### src/rtl/adc_pkg.sv
// rtl/adc_pkg.sv - shared ADC word type and moving-average default sizing
package adc_pkg;

   localparam int ADC_DATA_W     = 16;
   localparam int AVG_DEPTH_LOG2 = 4;

   typedef logic [ADC_DATA_W-1:0] adc_word_t;

endpackage

### src/rtl/adc_sample_ring.sv
// rtl/adc_sample_ring.sv - sample ring RAM with write pointer and async read of the oldest word
module adc_sample_ring
   import adc_pkg::*;
#(
   parameter int DATA_W     = ADC_DATA_W,
   parameter int DEPTH_LOG2 = AVG_DEPTH_LOG2
) (
   input  logic              clk,
   input  logic              reset,
   input  logic              clear,
   input  logic              wr_en,
   input  logic [DATA_W-1:0] wr_data,
   output logic [DATA_W-1:0] rd_data
);
   localparam int DEPTH = 1 << DEPTH_LOG2;

   logic [DATA_W-1:0]     mem [DEPTH];
   logic [DEPTH_LOG2-1:0] wr_ptr;

   always_ff @(posedge clk) begin
      if (reset || clear)
         wr_ptr <= '0;
      else if (wr_en)
         wr_ptr <= wr_ptr + DEPTH_LOG2'(1);
   end

   // Contents are deliberately not reset; the averager masks stale words during warm-up.
   always_ff @(posedge clk) begin
      if (wr_en)
         mem[wr_ptr] <= wr_data;
   end

   assign rd_data = mem[wr_ptr];

endmodule

### src/rtl/adc_moving_averager.sv
// rtl/adc_moving_averager.sv - boxcar average over the last 2^DEPTH_LOG2 samples
// ADC_AVG_ROUND_EN: round-half-up with saturation instead of floor.
module adc_moving_averager
   import adc_pkg::*;
#(
   parameter int DATA_W     = ADC_DATA_W,
   parameter int DEPTH_LOG2 = AVG_DEPTH_LOG2
) (
   input  logic              clk,
   input  logic              reset,
   input  logic              sample_valid,
   input  logic [DATA_W-1:0] sample_data,
   input  logic              flush,
   output logic [DATA_W-1:0] averaged_adc,
   output logic              avg_valid,
   output logic              window_full
);
   localparam int                  SUM_W    = DATA_W + DEPTH_LOG2;
   localparam logic [DEPTH_LOG2:0] FULL_CNT = (DEPTH_LOG2 + 1)'(1 << DEPTH_LOG2);

   logic [SUM_W-1:0]    sum;
   logic [DEPTH_LOG2:0] fill_cnt;
   logic [DEPTH_LOG2:0] fill_next;
   logic                full_next;
   logic                s1_valid;
   logic                accept;
   logic [DATA_W-1:0]   oldest;
   logic [DATA_W-1:0]   evicted;
   logic [DATA_W-1:0]   avg_calc;

   assign accept    = sample_valid && !flush && !reset;
   assign fill_next = (fill_cnt == FULL_CNT) ? fill_cnt : fill_cnt + (DEPTH_LOG2 + 1)'(1);
   assign full_next = (fill_next == FULL_CNT);
   // Until the window is full the slot at wr_ptr holds garbage, so subtract zero instead.
   assign evicted   = window_full ? oldest : '0;

   adc_sample_ring #(
      .DATA_W     (DATA_W),
      .DEPTH_LOG2 (DEPTH_LOG2)
   ) u_ring (
      .clk     (clk),
      .reset   (reset),
      .clear   (flush),
      .wr_en   (accept),
      .wr_data (sample_data),
      .rd_data (oldest)
   );

`ifdef ADC_AVG_ROUND_EN
   localparam logic [SUM_W:0] HALF = (SUM_W + 1)'(1) << (DEPTH_LOG2 - 1);
   logic [DATA_W:0] quot;
   assign quot     = (DATA_W + 1)'(({1'b0, sum} + HALF) >> DEPTH_LOG2);
   assign avg_calc = quot[DATA_W] ? '1 : quot[DATA_W-1:0];
`else
   assign avg_calc = DATA_W'(sum >> DEPTH_LOG2);
`endif

   always_ff @(posedge clk) begin
      if (reset) begin
         sum          <= '0;
         fill_cnt     <= '0;
         window_full  <= 1'b0;
         s1_valid     <= 1'b0;
         avg_valid    <= 1'b0;
         averaged_adc <= '0;
      end else if (flush) begin
         sum         <= '0;
         fill_cnt    <= '0;
         window_full <= 1'b0;
         s1_valid    <= 1'b0;
         avg_valid   <= 1'b0;
      end else begin
         s1_valid  <= accept && full_next;
         avg_valid <= s1_valid;
         if (s1_valid)
            averaged_adc <= avg_calc;
         // Intermediate may wrap; the subtraction restores the exact in-range total.
         if (accept) begin
            sum         <= sum + SUM_W'(sample_data) - SUM_W'(evicted);
            fill_cnt    <= fill_next;
            window_full <= full_next;
         end
      end
   end

endmodule

### config.mk
export PLATFORM = sky130hd
export DESIGN_NAME = adc_moving_averager
export DESIGN_NICKNAME = d
export VERILOG_FILES = /design/src/rtl/adc_pkg.sv /design/src/rtl/adc_sample_ring.sv /design/src/rtl/adc_moving_averager.sv
export SDC_FILE = /design/constraint.sdc
export NUM_CORES = 1
export LEC_CHECK = 0
export BUFFER_PORTS_ARGS = -buffer_cell sky130_fd_sc_hd__buf_2
export CORE_ASPECT_RATIO = 1.4
export CORE_MARGIN = 8
export CORE_UTILIZATION = 60
export CTS_CLUSTER_SIZE = 28
export DETAILED_ROUTE_END_ITERATION = 7
export GPL_TIMING_DRIVEN = 0
export MAX_ROUTING_LAYER = met4
export PLACE_DENSITY_LB_ADDON = 0.2
export SLEW_MARGIN = 30
export SYNTH_ARGS = -nofsm -noshare
export SYNTH_HDL_FRONTEND = slang
export SYNTH_SLANG_ARGS = --single-unit
export TNS_END_PERCENT = 5
### constraint.sdc
create_clock -name clk -period 5.4 [get_ports clk]
set_input_delay 0 -clock clk [delete_from_list [all_inputs] [get_ports clk]]
set_output_delay 0 -clock clk [all_outputs]
set_load 0.03 [all_outputs]
======== Word level (Yosys, flattened, before mapping) ========
Memories as Yosys holds them, arrays and structs flattened. A register that Yosys moved wholly into a read port is not among the register bits.
Cells that the tools add are included.
word-level totals
  register bits ........................... 48
  bits in writable memories ............... 256
  memories kept ........................... 1
cells by class
  add/subtract/negate cells ............... 4
  eq/ne operators ......................... 2
  mux-type cells .......................... 6
  bitwise gates (word level) .............. 1
  reduce and logical (&&, ||, !) cells .... 8
memory list
  memory      words  width  rd ports  clocked after memory_dff  wr ports  RTL line               source
  u_ring.mem  16     16     1         1                         1         adc_sample_ring.sv:17  logic [DATA_W-1:0] mem [DEPTH];
operators with widths
  kind                                         number
  adder 20 x 16 -> 20 bit                      1
  subtractor 20 x 16 -> 20 bit                 1
  two-way mux 16 bit                           1
  equality test 5 bit, second input constant   2
  two-way mux 4 bit                            2
  adder 5 x 1 -> 5 bit, second input constant  1
  two-way mux 5 bit                            1
  adder 4 x 1 -> 4 bit, second input constant  1
  logical AND 1 bit                            3
  zero test 1 bit                              2
  two-way mux 1 bit                            2
  AND reduction 2 bit                          1
  OR reduction 2 bit                           1
  logical OR 1 bit                             1
  NOT 1 bit                                    1

======== Depth between registers and ports, before layout ========
Gate-level depths: netlist of the first run.
  depth in word-level cells ............... 5
  mapped depth ............................ 17
  gate-level depth less buffers ........... 15

======== Cells and area by module ========
From an unflattened synthesis of the first run, not the netlist that was laid out.
unflattened totals
  cells, all modules ...................... 874
  area, all modules ....................... 13390.3 um^2
modules (own cells, without submodules)
  module               times used  cells an instance  area each (um^2)  seq. area each (um^2)
  adc_sample_ring      1           440                10034.6           7847.5
  adc_moving_averager  1           434                3355.7            880.8

======== Least setup slack after synthesis of the first run ========
Ideal clock, no wire load.
  kind .................................... flip-flop to flip-flop
  from .................................... reg with a tool-made name
  to ...................................... reg sum[18]
  setup time .............................. 0.128 ns
  data arrival time ....................... 4.111 ns
  setup slack ............................. 1.162 ns
  stages on the path, launching flop included .. 17
  period minus slack after synthesis ...... 4.238 ns
  cells stage by stage .................... dfxtp_1 clkbuf_1 buf_1 mux4_2 mux4_2 and2_1 fa_1 inv_1 fa_1 a21o_1 a221oi_2 o31a_2 nor2_2 a311oi_2 xnor2_1 mux2i_1 nor2_1
RTL lines
  element                 RTL line                   source
  end signal: assignment  adc_moving_averager.sv:79  sum <= sum + SUM_W'(sample_data) - SUM_W'(evicted);
  end: declaration        adc_moving_averager.sv:21  logic [SUM_W-1:0] sum;

==> metrics, run 1 <==
run status completed; #FFs+latches synth 308; ANT nets after route 0; hold crit path type primary input to flop; Vias/cell 5.94; Setup Viol. Count Final 0; Max clock buf depth 3; via count 7,192; Setup crit end sum[18]; area grow syn2layout 14.0%; Max stage delay on crit path 520 ps; Slew Viols, Final 0; starting density of the core 0.607; CTS Root Cell clkbuf_16; largest net degree at the start of global routing 18; commonest cells after routing, fill and taps aside edfxtp_1 (256), mux4_2 (80), inv_1 (73); fraction of the mapped netlist area in simple logic gates 0.0558; Lkg Pwr 5.15 nW; Final Cell Area 0.0151 mm²; power share of the clock group 0.428; Psw 1.17 mW; first-pass GRT wire length 44.6 mm; grt ovf 0; number of global-route vias before repair 7,656; R2R Path End sum[18]; H-tree levels 1; Critical-path top delay cell clkbuf_1; initial antenna violation count 0; synth top area cells edfxtp_1 (58%), mux4_2 (14%), dfxtp_1 (7.9%); largest family of logic cells by synthesized area multiplexers; Antenna Cells 0; number of DRC markers in iteration 0 412; Final Wtd Congestion 0.869; Port-buffer cells 35; CP cell instances clkbuf_1 > buf_2 > mux4_2 > mux4_2 > and2_1 > fa_1 > inv_1 > fa_1 > a21o_1 > a221oi_2 > o31a_2 > nor2_2 > a311oi_2 > xnor2_1 > mux2i_1 > nor2_1; Synth Cell Area 0.0132 mm²; Int Pwr 4.25 mW; DP HPWL 18.9 mm; Startpoint Class flop; final setup TNS 0 ps; Tot GR Track Use 0.230; CTS tree built; drt pass-1 iters 5; Residual DRC 0; adder-cell share of the synthesized area 0.0488; fin util 0.693; DRT Wirelength 29.3 mm; R2R depth 16; sw frac 0.216; Worst-Skew Late Latency 550 ps; Syn Inst Count 807; Crit Path Category flop to flop; post-synth cell types 53; full die area 0.0271 mm²; share of the synthesized area in the top cell type 0.581; Least-Margin Pin Slew 1020 ps; period utilization 0.945; CP bufs+invs 3; fin nets 954; Worst Path Required 5810 ps; fmax 196 MHz; reg-to-reg slack, setup 300 ps; syn nets 869; Fin Hold WS 134 ps; most common cell after layout, fill and taps aside edfxtp_1; worst setup margin 295 ps; DR WL/cell 24.2 µm; floorplan row count 64; worst slack at placement 13.7 ps; maxcap violations 0; multiplexer share of the synthesized area 0.148; share of cells above drive strength 1 0.216; Die Width 142 µm; Post-synth EDFFs 256; Tmin final 5100 ps; CP Capture Type flop; RSZ-0062 raised after global routing no; Final Skew 12.4 ps; Avg Inst Size Synth 16.4 µm²; critical path's top delay family compound AO/OA/AOI/OAI gates; cts bufs inserted 29; Worst-path clk slew 70 ps; relative slew slack 0.320; Core Region 0.0218 mm²; Yosys warning count 0; Post-Synth XOR/XNOR Area 0.0172; sequential power share 0.480; Worst VDD drop 0.409 mV; Die Y 192 µm; CP arrival 5520 ps; Post-DP Area 0.0138 mm²; leading register cell type out of synthesis edfxtp_1; critical path peak fanout 10; Comb pwr share 0.092; io pins 38; PwrDens 359 mW/mm²; Async SR Flop Fraction 0; cell count along the critical path 16; dominant cell type by area after synthesis edfxtp_1; final hold viol count 0; clock sink count 308; area fraction in compound gates after synthesis 0.0352; register area share after synthesis 0.660; Setup Buffers After CTS 0
==> worst reg2reg max path: stages, from the launching register on <==
cell,delay [ps]
dfxtp_1,310
clkbuf_1,520
buf_2,460
mux4_2,370
mux4_2,530
and2_1,200
fa_1,470
inv_1,60
fa_1,470
a21o_1,210
a221oi_2,410
o31a_2,290
nor2_2,70
a311oi_2,290
xnor2_1,120
mux2i_1,150
nor2_1,50
==> worst min-delay path by stage <==
stage                              start                 to  slack, ps  cells past startpoint
final                       sample_valid            sum[11]        130                      3
after global routing        sample_valid            sum[11]        150                      3
after CTS                   sample_valid            sum[11]        130                      3
after detailed placement           reset    averaged_adc[3]        390                      2
after global placement    sample_data[5]  u_ring.mem[10][5]        360                      1
after floorplan           sample_data[0]   u_ring.mem[0][0]        100                      0
==> cell usage after synthesis (all sizes together) (3+ instances only) <==
master	instances
mux2i	14
buf	19
nand3	7
o21a	3
nor3b	3
or3	3
edfxtp	256
nor2b	3
mux4	80
nand2	51
dfxtp	52
xor2	9
nor3	5
xnor2	17
o31ai	3
and2	32
nand4	5
a21oi	32
o21ai	16
fa	16
clkbuf	20
inv	73
nor2	35
ha	26
==> final cells by class <==
class	count	area (µm²)
Timing Repair Buffer	54	365
Sequential cell	308	8730
Fill cell	1474	6700
Clock buffer	29	726
Multi-Input combinational cell	387	4050
Tap cell	297	372
Buffer	39	205
Inverter	73	274
Clock inverter	23	368
==> state kept, by name, summed over array words and instances (netlist names), named ones only <==
register	cells
u_ring.wr_ptr	4
s1_valid	1
sum	20
averaged_adc	16
avg_valid	1
u_ring.mem	256
fill_cnt	5
window_full	1
==> power by group through the flow <==
stage / clock [mW] / sequential (mW) / combinational (mW)
floorplan: 0 / 2.65 / 0.358
global placement: 0 / 2.65 / 0.478
detailed placement: 0 / 2.65 / 0.490
CTS: 2.34 / 2.60 / 0.503
global route: 2.43 / 2.60 / 0.553
finish: 2.32 / 2.60 / 0.500
==> routing by layer <==
metal,vias up,share of wire,track usage
met5,-,0,-
met4,0,0.034,0.0866
met3,70,0.057,0.0281
met1,3653,0.37,0.263
li1,3193,-,-
met2,276,0.54,0.408
==> what timing repair did <==
item | 4_1_cts | 5_1_grt
endpoints found under the hold margin | 266 | 0
setup endpoints to repair | 1 | 3
hold buffers | 19 | 0
gates resized for setup | 3 | 3
==> per-stage QoR <==
stage	std cells	total power [mW]
floorplan	807	3.01
global placement	1139	3.13
detailed placement	1139	3.14
CTS	1210	5.45
global route	1210	5.59
finish	1210	5.42
==> cell families after synthesis <==
family	count (synthesis)
buffers and inverters	112
adder cells (fa/ha/maj)	42
AND/OR/NAND/NOR	153
XOR/XNOR	26
AO/OA/AOI/OAI	71
flip-flops	308
multiplexers	95
Note: power is estimated with default switching activity, not from simulation.
==> run 2, diff against run 1 <==
--- a/config.mk
+++ b/config.mk
@@ -6,7 +6,7 @@
 export NUM_CORES = 1
 export LEC_CHECK = 0
 export BUFFER_PORTS_ARGS = -buffer_cell sky130_fd_sc_hd__buf_2
-export CORE_ASPECT_RATIO = 1.4
+export CORE_ASPECT_RATIO = 0.9
 export CORE_MARGIN = 8
 export CORE_UTILIZATION = 60
 export CTS_CLUSTER_SIZE = 28
==> metrics, run 2 (same netlist as run 1, synthesis figures left out) <==
floorplan row count 51 (was 64); Port-buffer cells 35 (unchanged); Setup Viol. Count Final 0 (unchanged); grt met1 use 0.298 (was 0.263); drt pass-1 iters 5 (unchanged); Final Cell Area 0.0150 mm² (was 0.0151 mm²); area grow syn2layout 13.0% (was 14.0%); full die area 0.0271 mm² (about the same); Worst-path clk slew 60 ps (was 70 ps); ANT nets after route 0 (unchanged); grt ovf 0 (unchanged); worst slack at placement -17.0 ps (was 13.7 ps); period utilization 0.922 (was 0.945); Antenna Cells 0 (unchanged); total power 5.15 mW (was 5.42 mW); final hold viol count 0 (unchanged); CTS Root Cell clkbuf_16 (unchanged); fmax 201 MHz (was 196 MHz); Die Y 157 µm (was 192 µm); Crit Path Category flop to flop (unchanged); Vias/cell 6.02 (was 5.94); Fillers 1,397 (was 1,474); Lkg Pwr 5.09 nW (was 5.15 nW); largest net degree at the start of global routing 18 (unchanged); Residual DRC 0 (unchanged); Hold Path Cell Cnt 4 (was 3); H-tree levels 1 (unchanged); RSZ-0062 raised after global routing no (unchanged); starting density of the core 0.612 (was 0.607); commonest cells after routing, fill and taps aside edfxtp_1 (256), mux4_2 (80), inv_1 (73) (unchanged); non-filler cells, final 1,205 (was 1,210); share of cells above drive strength 1 0.212 (was 0.216); most common cell after layout, fill and taps aside edfxtp_1 (unchanged); Worst VDD drop 0.258 mV (was 0.409 mV); Final Wtd Congestion 0.863 (was 0.869); Die Width 173 µm (was 142 µm); critical path peak fanout 10 (unchanged); Worst Path Required 5790 ps (was 5810 ps); R2R Path End sum[16] (was sum[18]); cts bufs inserted 29 (unchanged); final setup TNS 0 ps (unchanged); reg-to-reg slack, setup 420 ps (was 300 ps); register area 0.00873 mm² (unchanged); met2 Use GR 0.377 (was 0.408); relative slew slack 0.400 (was 0.320); Post-DP Area 0.0138 mm² (about the same); CP Capture Type flop (unchanged); Hold Path End window_full (was sum[11]); CTS tree built (unchanged); Startpoint Class flop (unchanged); PwrDens 345 mW/mm² (was 359 mW/mm²); first-pass GRT wire length 45.3 mm (was 44.6 mm); Max clock buf depth 3 (unchanged); clock sink count 308 (unchanged); number of DRC markers in iteration 0 691 (was 412); Worst-Skew Late Latency 540 ps (was 550 ps); Final Skew 16.2 ps (was 12.4 ps); initial antenna violation count 0 (unchanged); number of global-route vias before repair 7,457 (was 7,656); Tot GR Track Use 0.231 (was 0.230); GRT Max-Usage Layer met2 (unchanged); hold crit path type primary input to flop (unchanged); max reg flops 256 (unchanged); Slew Viols, Final 0 (unchanged); run status completed (unchanged); Tmin final 4980 ps (was 5100 ps); Least-Margin Pin Slew 900 ps (was 1020 ps); grt met3 use 0.0407 (was 0.0281); Worst Hold Launch flush (was sample_valid); io pins 38 (unchanged); Placed Instances 1,133 (was 1,139); R2R depth 16 (unchanged); fin nets 954 (unchanged); via count 7,250 (was 7,192); fin util 0.691 (was 0.693); worst setup margin 420 ps (was 295 ps); biggest regs u_ring.mem x256, sum x20, averaged_adc x16 (unchanged); Fin Hold WS 395 ps (was 134 ps); maxcap violations 0 (unchanged); CP arrival 5370 ps (was 5520 ps); Core Region 0.0216 mm² (was 0.0218 mm²); most flop-heavy register u_ring.mem (unchanged); DP HPWL 19.1 mm (was 18.9 mm); DRT Wirelength 30.3 mm (was 29.3 mm); DR WL/cell 25.2 µm (was 24.2 µm); area occupied by multi-input gates 0.00405 mm² (about the same)
[run 2: cell types whose count changed in the layout (fill, tap and decap cells not counted), moves of 3 or more]
| cell | delta |
|---|---|
| clkinvlp_4 | -3 |
| clkdlybuf4s15_2 | +3 |
| clkinv_1 | -3 |
| clkbuf_1 | +10 |
| bufinv_16 | -6 |
| and2_1 | -3 |
| buf_2 | -3 |
| and2_2 | +3 |
[run 2: per-layer routing]
metal  up-vias  wire [µm]  share of wire
li1       3190          -              -
met5         -          0              0
met4         0        809          0.027
met2       269      14900           0.49
met3        63       1980          0.065
met1      3728      12600           0.42
[run 2: worst max path at each step]
stage / startpoint / endpoint / slack, ps
finish: flop / sum[16] / 420
floorplan: flop / sum[18] / 1160
global placement: flop / sum[16] / 80
global route: flop / sum[16] / 220
detailed placement: flop / sum[16] / -20
CTS: flop / sum[19] / 20
[run 2: where the power goes]
part / internal, mW / total, mW / leakage (nW) / switching [mW]
combinational: 0.209 / 0.506 / 1.90 / 0.298
clock: 1.21 / 2.04 / 0.460 / 0.832
sequential: 2.59 / 2.61 / 2.72 / 0.0163
[run 2: final cells by class]
type	count	share of cell area
Sequential cell	308	0.584
Inverter	73	0.0183
Clock inverter	11	0.0103
Buffer	39	0.0151
Clock buffer	42	0.0531
Timing Repair Buffer	54	0.0244
Multi-Input combinational cell	387	0.271
Tap cell	291	0.0243
[run 2: timing repair]
item / CTS / global route
setup endpoints to repair: 2 / 4
hold buffers: 19 / 0
endpoints found under the hold margin: 268 / 0
setup buffers: 0 / 0
gates resized for setup: 6 / 7
gates cloned: 0 / 0
[run 2: worst max-delay path: stages (launching register included)]
cell and delay (ps):
dfxtp_1 320, clkbuf_2 270, clkdlybuf4s15_2 510, mux4_2 400, mux4_2 480, and2_1 190, fa_1 480, inv_1 70
fa_1 460, a21o_1 200, a221oi_2 410, o21ai_1 180, nand3_1 140, o211ai_1 110, a21oi_1 220, xor2_1 260
a211oi_1 120
